==> src/rtl/dmem_lsu_ctrl_pkg.sv <==
// Shared types and constants for the data-memory load/store sequencer.
// The optional misalignment trap is selected with DMEM_LSU_MISALIGN_TRAP_EN.
package dmem_lsu_ctrl_pkg;

    localparam int WORD_LEN = 32;

    localparam logic [2:0] F3_B  = 3'b000;
    localparam logic [2:0] F3_H  = 3'b001;
    localparam logic [2:0] F3_W  = 3'b010;
    localparam logic [2:0] F3_BU = 3'b100;
    localparam logic [2:0] F3_HU = 3'b101;

    typedef enum logic [1:0] {
        LSU_IDLE = 2'b00,
        LSU_RESP = 2'b01,
        LSU_RMW  = 2'b10
    } lsu_state_e;

    typedef enum logic [1:0] {
        SZ_B = 2'b00,
        SZ_H = 2'b01,
        SZ_W = 2'b10
    } lsu_size_e;

    // Unlisted funct3 codes fall through to word access.
    function automatic lsu_size_e f3_size(input logic [2:0] f3);
        case (f3)
            F3_B, F3_BU: return SZ_B;
            F3_H, F3_HU: return SZ_H;
            default:     return SZ_W;
        endcase
    endfunction

endpackage

==> src/rtl/dmem_store_merge.sv <==
// Combinational byte/half/word lane merge of store data into an old memory word.
// Word size passes the store data straight through.
module dmem_store_merge
    import dmem_lsu_ctrl_pkg::*;
(
    input  logic [WORD_LEN-1:0] i_old,
    input  logic [WORD_LEN-1:0] i_data,
    input  lsu_size_e           i_size,
    input  logic [1:0]          i_lo,
    output logic [WORD_LEN-1:0] o_word
);

    always_comb begin
        o_word = i_old;
        case (i_size)
            SZ_B: begin
                case (i_lo)
                    2'd0:    o_word[7:0]   = i_data[7:0];
                    2'd1:    o_word[15:8]  = i_data[7:0];
                    2'd2:    o_word[23:16] = i_data[7:0];
                    default: o_word[31:24] = i_data[7:0];
                endcase
            end
            SZ_H: begin
                if (i_lo[1]) o_word[31:16] = i_data[15:0];
                else         o_word[15:0]  = i_data[15:0];
            end
            default: o_word = i_data;
        endcase
    end

endmodule

==> src/rtl/dmem_lsu_ctrl.sv <==
// Load/store sequencer for a word-only, 1-cycle-read-latency memory port.
// Define DMEM_LSU_MISALIGN_TRAP_EN to report misaligned/illegal requests on resp_err.
module dmem_lsu_ctrl
    import dmem_lsu_ctrl_pkg::*;
(
    input  logic                clk,
    input  logic                rst,
    input  logic                req_valid,
    output logic                req_ready,
    input  logic                req_wen,
    input  logic [2:0]          req_funct3,
    input  logic [WORD_LEN-1:0] req_addr,
    input  logic [WORD_LEN-1:0] req_wdata,
    output logic                resp_valid,
    output logic [WORD_LEN-1:0] resp_rdata,
    output logic                resp_err,
    output logic [WORD_LEN-1:0] mem_addr,
    output logic                mem_wen,
    output logic [WORD_LEN-1:0] mem_wdata,
    input  logic [WORD_LEN-1:0] mem_rdata
);

    lsu_state_e          r_state;
    logic [WORD_LEN-1:0] r_addr;
    logic [WORD_LEN-1:0] r_wdata;
    logic [2:0]          r_f3;
    logic                r_wen;
    logic                r_err;

    logic                w_accept;
    logic                w_err;
    logic                w_sw;
    logic                w_rmw;
    logic                w_in_rmw;
    logic                w_uns;
    lsu_size_e           w_size;
    lsu_size_e           w_r_size;
    logic [WORD_LEN-1:0] w_merged;
    logic [WORD_LEN-1:0] w_load;
    logic [7:0]          w_byte;
    logic [15:0]         w_half;

    assign req_ready = ((r_state == LSU_IDLE) || (r_state == LSU_RESP)) && !rst;
    assign w_accept  = req_valid && req_ready;
    assign w_in_rmw  = (r_state == LSU_RMW);
    assign w_size    = f3_size(req_funct3);
    assign w_r_size  = f3_size(r_f3);

`ifdef DMEM_LSU_MISALIGN_TRAP_EN
    always_comb begin
        w_err = 1'b0;
        case (req_funct3)
            F3_B:    w_err = 1'b0;
            F3_H:    w_err = req_addr[0];
            F3_W:    w_err = |req_addr[1:0];
            F3_BU:   w_err = req_wen;
            F3_HU:   w_err = req_wen || req_addr[0];
            default: w_err = 1'b1;
        endcase
    end
`else
    assign w_err = 1'b0;
`endif

    assign w_sw  = req_wen && !w_err && (w_size == SZ_W);
    assign w_rmw = req_wen && !w_err && (w_size != SZ_W);

    // Outside RMW the merge unit only serves the SW pass-through.
    dmem_store_merge u_merge (
        .i_old  (w_in_rmw ? mem_rdata : '0),
        .i_data (w_in_rmw ? r_wdata : req_wdata),
        .i_size (w_in_rmw ? w_r_size : w_size),
        .i_lo   (w_in_rmw ? r_addr[1:0] : req_addr[1:0]),
        .o_word (w_merged)
    );

    assign mem_addr  = w_accept ? {req_addr[WORD_LEN-1:2], 2'b00}
                                : {r_addr[WORD_LEN-1:2], 2'b00};
    assign mem_wen   = !rst && (w_in_rmw || (w_accept && w_sw));
    assign mem_wdata = mem_wen ? w_merged : '0;

    assign w_uns = (r_f3 == F3_BU) || (r_f3 == F3_HU);

    always_comb begin
        case (r_addr[1:0])
            2'd0:    w_byte = mem_rdata[7:0];
            2'd1:    w_byte = mem_rdata[15:8];
            2'd2:    w_byte = mem_rdata[23:16];
            default: w_byte = mem_rdata[31:24];
        endcase
        w_half = r_addr[1] ? mem_rdata[31:16] : mem_rdata[15:0];
        case (w_r_size)
            SZ_B:    w_load = w_uns ? {24'd0, w_byte} : {{24{w_byte[7]}}, w_byte};
            SZ_H:    w_load = w_uns ? {16'd0, w_half} : {{16{w_half[15]}}, w_half};
            default: w_load = mem_rdata;
        endcase
    end

    assign resp_valid = !rst && (r_state == LSU_RESP);
    assign resp_err   = resp_valid && r_err;
    assign resp_rdata = (resp_valid && !r_wen && !r_err) ? w_load : '0;

    always_ff @(posedge clk) begin
        if (rst) begin
            r_state <= LSU_IDLE;
            r_addr  <= '0;
            r_wdata <= '0;
            r_f3    <= '0;
            r_wen   <= 1'b0;
            r_err   <= 1'b0;
        end else begin
            case (r_state)
                LSU_IDLE, LSU_RESP: begin
                    if (w_accept) begin
                        r_addr  <= req_addr;
                        r_wdata <= req_wdata;
                        r_f3    <= req_funct3;
                        r_wen   <= req_wen;
                        r_err   <= w_err;
                        r_state <= w_rmw ? LSU_RMW : LSU_RESP;
                    end else begin
                        r_state <= LSU_IDLE;
                    end
                end
                LSU_RMW: r_state <= LSU_RESP;
                default: r_state <= LSU_IDLE;
            endcase
        end
    end

endmodule

==> config.mk <==
export PLATFORM = sky130hd
export DESIGN_NAME = dmem_lsu_ctrl
export DESIGN_NICKNAME = d
export VERILOG_FILES = /design/src/rtl/dmem_lsu_ctrl_pkg.sv /design/src/rtl/dmem_store_merge.sv /design/src/rtl/dmem_lsu_ctrl.sv
export SDC_FILE = /design/constraint.sdc
export NUM_CORES = 1
export LEC_CHECK = 0
export BUFFER_PORTS_ARGS = -buffer_cell sky130_fd_sc_hd__buf_4
export CORE_MARGIN = 5
export CORE_UTILIZATION = 54
export DETAILED_ROUTE_END_ITERATION = 7
export MAX_ROUTING_LAYER = met4
export PLACE_DENSITY = 0.87
export SLEW_MARGIN = 20
export SYNTH_ARGS = -nofsm -noshare
export SYNTH_HDL_FRONTEND = slang
export SYNTH_SLANG_ARGS = --single-unit
export TNS_END_PERCENT = 50
==> constraint.sdc <==
create_clock -name clk -period 5.68 [get_ports clk]
set_input_delay 0.568 -clock clk [delete_from_list [all_inputs] [get_ports clk]]
set_output_delay 0.568 -clock clk [all_outputs]
set_load 0.01 [all_outputs]
After elaboration in Yosys (flattened, before gate mapping):

Cells that the tools add are included.

* bits in latches: 0
* memory bits (writable): 0
* bits in registers: 70
* memory bits (read-only): 0
* word-level logic and storage cells: 72
* memories: 0
* output and inout port bits: 100

* $add $sub $neg: 0
* shift-type cells: 0
* muxes and demuxes: 24
* bitwise logic cells: 0
* magnitude comparators: 0
* reductions and logical operators: 27
* divide/modulo/power cells: 0
* multiply operators: 0
* equal/unequal tests: 16

Operators by type and width (number)
* $mux 32: 7
* $pmux 32 s2: 2
* $mux 16: 3
* $mux 8: 4
* $pmux 8 s3: 1
* $eq 3x3->1 const B: 4
* $pmux 2 s2: 3
* $eq 2x1->1 const B: 5
* $logic_not 2->1: 5
* $reduce_or 2->1: 5
* $eq 2x2->1 const B: 4
* $logic_and 1x1->1: 8
* $mux 2: 4
* $eq 3x1->1 const B: 2
* $logic_not 3->1: 2
* $logic_or 1x1->1: 3
* $reduce_or 3->1: 1
* $logic_not 1->1: 2
* $ne 2x2->1 const B: 1
* $reduce_and 2->1: 1

Depth between registers and ports, before layout:

* depth in word-level cells: 9
* gate-level depth with buffers: 9
* depth with buffers taken out: 7

Cells and area by module:

From an unflattened synthesis, not the netlist that was laid out.

* cell total of the unflattened synthesis: 718
* area total of the unflattened synthesis: 5426.5 µm²

By module, submodules not included
* dmem_lsu_ctrl: times used 1, cells an instance 608, area an instance 4500.6 µm², seq. area each 1401.3 µm²
* dmem_store_merge: times used 1, cells an instance 110, area an instance 925.9 µm², seq. area each 0.0 µm²

Worst setup path before layout:

OpenSTA, ideal clock, no wires.

* path kind: input-to-output
* start: input port rst
* end: output port resp_rdata[6]
* stages on the path: 5
* setup slack: 3.006 ns
* data arrival time: 2.106 ns
* cell sequence: clkbuf_1 -> nor2_1 -> nand3b_1 -> clkbuf_1 -> a2111oi_0

* longest elaborated chain between the ends: 4

RTL lines
* start, declared: line dmem_lsu_ctrl.sv:7 `input logic rst,`
* $logic_not 1->1: line dmem_lsu_ctrl.sv:99 `assign resp_valid = !rst && (r_state == LSU_RESP);`
* $logic_and 1x1->1: line dmem_lsu_ctrl.sv:99
* $logic_and 1x1->1: line dmem_lsu_ctrl.sv:101 `assign resp_rdata = (resp_valid && !r_wen && !r_err) ? w_load : '0;`
* $mux 32: line dmem_lsu_ctrl.sv:101
* end, declared: line dmem_lsu_ctrl.sv:15 `output logic [WORD_LEN-1:0] resp_rdata,`

Every way passes these cells.

Worst setup path in the final report:

* start: register r_state[0]
* end: output port mem_wdata[14]

* longest elaborated chain between the ends: 8

RTL lines
* start, declared: line dmem_lsu_ctrl.sv:23 `lsu_state_e r_state;`
* start signal, assigned: line dmem_lsu_ctrl.sv:120 `r_state <= w_rmw ? LSU_RMW : LSU_RESP;`
* branches (longest 7 deep; another with $pmux 32 s2)
* $mux 32 (*): line dmem_lsu_ctrl.sv:80 `assign mem_wdata = mem_wen ? w_merged : '0;`
* end, declared: line dmem_lsu_ctrl.sv:19 `output logic [WORD_LEN-1:0] mem_wdata,`

Every way passes the cells marked *.

==> results.cfg <==
[routing]
ant_nets = 0
wl_met2_um = 8500
drcViolationCount = 0
wl_met3_um = 2170
vias = 6240
wl_met1_um = 7640
drt_iter0_markers = 997
totalWireLength_um = 18900
drt-pass1-iter-count = 5
routedWlPerCell_um = 17.8
highest_layer = met4
viasPerCell = 5.88

[yosys]
syn_area_um2 = 5340
synth_cell_type_count = 57
synth_seq_cells = 70
postSynthAreaPerCell_um2 = 6.87
synth-edff-count = 0
yosysWarnings = 0
ys_seq_area_frac = 0.262
postSynthCellCount = 777
synth_ff_type = dfxtp_1
async_flop_share = 0

[setup_path]
crit_arrival_ns = 3.25
reg2reg_depth = 4
cpMostUsedCell = buf_4
cp-end-kind = output port
path_max_fanout = 67
cp-start-kind = register
cpMaxStageDelayCell = buf_4
rr_endpoint = r_wdata[19]
cp_top_family = buffers and inverters
crit_chain = nand2b_2, buf_4, mux2_2, o21ai_2, a221o_1, a21oi_1, buf_4
critical_path_class = reg -> out
r2r_slack_ns = 3.30
worstReg2RegStart = r_state[1]
slowest_delay_ns = 0.65
timing.critical_path.buf_inv = 2
cp_data_required_time_ns = 5.11

[clock_network]
cts_root_buffer = clkbuf_8
clk_path_buf_depth = 2
numCtsBuffers = 9
cts.sinks = 70
path_clk_slew_ns = 0.08
htree_levels = 3
ctsHoldBuffers = 0
clock_latency_ns = 0.35
cts_tree = yes
post-cts-setup-buffers = 0
cts_resized = 0

[placement]
io_buffers = 199
place_congestion = 0.982
dpl.hpwl_um = 13600
place_area_um2 = 6710

[sta]
hold_viol_final = 0
maxSlewHeadroom = 0.277
min_period_over_period = 0.673
grt_setup_unrepaired = no
skew_ns = 0.0105
fmax_mhz = 262
period_needed_ns = 3.82
tns_ns = 0
worst_pin_slew_ns = 1.08
slew_viol_final = 0
finalSetupViolations = 0

[final_layout]
fin_util = 0.710
syn2layout_area_growth_pct = 29.4
diodes = 0
fill_cells = 857
final_area_um2 = 6910
layout-drive-gt1-share = 0.259
multi_input_area_um2 = 3500
nNetsFinal = 1027
seq_area_um2 = 1400

[power_and_ir_drop]
p_sw_frac = 0.329
clkPwrFrac = 0.309
power.share.combinational = 0.282
irDropWorstVdd_v = 0.000150
p_sw_mw = 0.440
p_seq_frac = 0.409
p_leak_nw = 3.17
intPower_mw = 0.898
power_density_nw_per_um2 = 194

[floorplan]
io_pins = 203
die_x_um = 109
fp-row-count = 36
die_y_um = 109
initial_core_util = 0.549
dieArea_um2 = 12000
core_um2 = 9730

[flow_run]
maxCapViolCount = 0

[global_route]
grt_usage = 0.310
grt_pass1_vias = 5460
grt-ovfl-total = 0
antenna_found_initial = 0
grt_pass1_wl_um = 28700
grt_max_degree = 72

[hold_path]
min_to = r_f3[2]
whs_path_depth = 3
hp-start = req_funct3[2]
hold_path.class = in -> reg

[run_status]
status = finished, final reports clean
==> power by group through the flow <==
stage	Sequential, mW	Combinational [mW]	Clock [mW]
floorplan	0.545	0.225	0
global placement	0.556	0.365	0
detailed placement	0.557	0.369	0
CTS	0.546	0.371	0.419
global route	0.550	0.409	0.435
finish	0.548	0.377	0.413
==> cell families after synthesis <==
logic type,synth area share
AO/OA/AOI/OAI,0.254
buffers and inverters,0.0860
AND/OR/NAND/NOR,0.316
multiplexers,0.0801
other,0.000702
flip-flops,0.262
==> worst max path at each step <==
stage	start	endpoint	depth (start not counted)
after floorplan	rst	resp_rdata[6]	5
after global placement	rst	mem_wdata[3]	8
after detailed placement	rst	mem_wdata[3]	8
after CTS	r_state[0]	mem_wdata[14]	7
after global routing	r_state[0]	mem_wdata[26]	8
final	r_state[0]	mem_wdata[14]	7
==> state kept, by name, indices dropped and copies added (netlist names) <==
| name | count |
|---|---|
| r_addr | 32 |
| r_state | 2 |
| r_f3 | 3 |
| r_wen | 1 |
| r_wdata | 32 |
==> routing by layer <==
metal,vias up,GRT usage
li1,2990,-
met1,2816,0.416
met2,384,0.475
met3,50,0.0564
met4,0,0.0962
met5,-,-
==> Yosys cell counts, drive strengths merged (12+ instances only) <==
master / number / share of area
inv: 28 / 0.020
mux2i: 37 / 0.072
o21ai: 67 / 0.065
buf: 36 / 0.042
clkbuf: 34 / 0.024
dfxtp: 70 / 0.26
nor2b: 41 / 0.048
nand3: 30 / 0.028
o22ai: 12 / 0.014
nor2: 31 / 0.022
nand2b: 39 / 0.046
a21oi: 53 / 0.052
nand2: 189 / 0.13
a211oi: 14 / 0.020
==> final cells by class <==
cell class,instances,area share
clock buffer,10,0.0199
timing repair buffer,204,0.222
tap,133,0.0241
clock inverter,5,0.00851
multi-input combinational,610,0.507
inverter,29,0.0158
sequential,70,0.203
==> tightest hold or removal path, cell delays in order <==
cell and delay, ns:
buf_4 0.07, nand2_1 0.04, o31ai_1 0.05
==> cells in the final DEF, fill, tap and decap left out, types with 6 or more instances in the layout <==
cell and instances:
a41oi_1 6, o21ai_0 62, o2111ai_1 6, inv_1 28, a21oi_1 52, a211oi_1 14, nand3b_1 7, dfxtp_1 68
nor2_1 31, mux2i_1 36, nor3b_1 6, o22ai_1 12, a31oi_1 8, nand2b_1 38, clkbuf_8 10, nand3_1 30
nand2_1 187, buf_4 204, nor2b_1 40, a2111oi_0 9, a221oi_1 11
==> through the flow <==
| stage | hold slack, ns | total power, mW | std cells | worst slack (ns) |
|---|---|---|---|---|
| finish | 0.404 | 1.34 | 1061 | 1.86 |
| global route | 0.390 | 1.39 | 1061 | 1.71 |
| CTS | 0.393 | 1.34 | 1061 | 1.94 |
| detailed placement | 0.464 | 0.926 | 1046 | 2.16 |
| global placement | 0.449 | 0.921 | 1046 | 2.19 |
| floorplan | 0.431 | 0.769 | 779 | 3.01 |
Power figures use the tool's default switching activity.
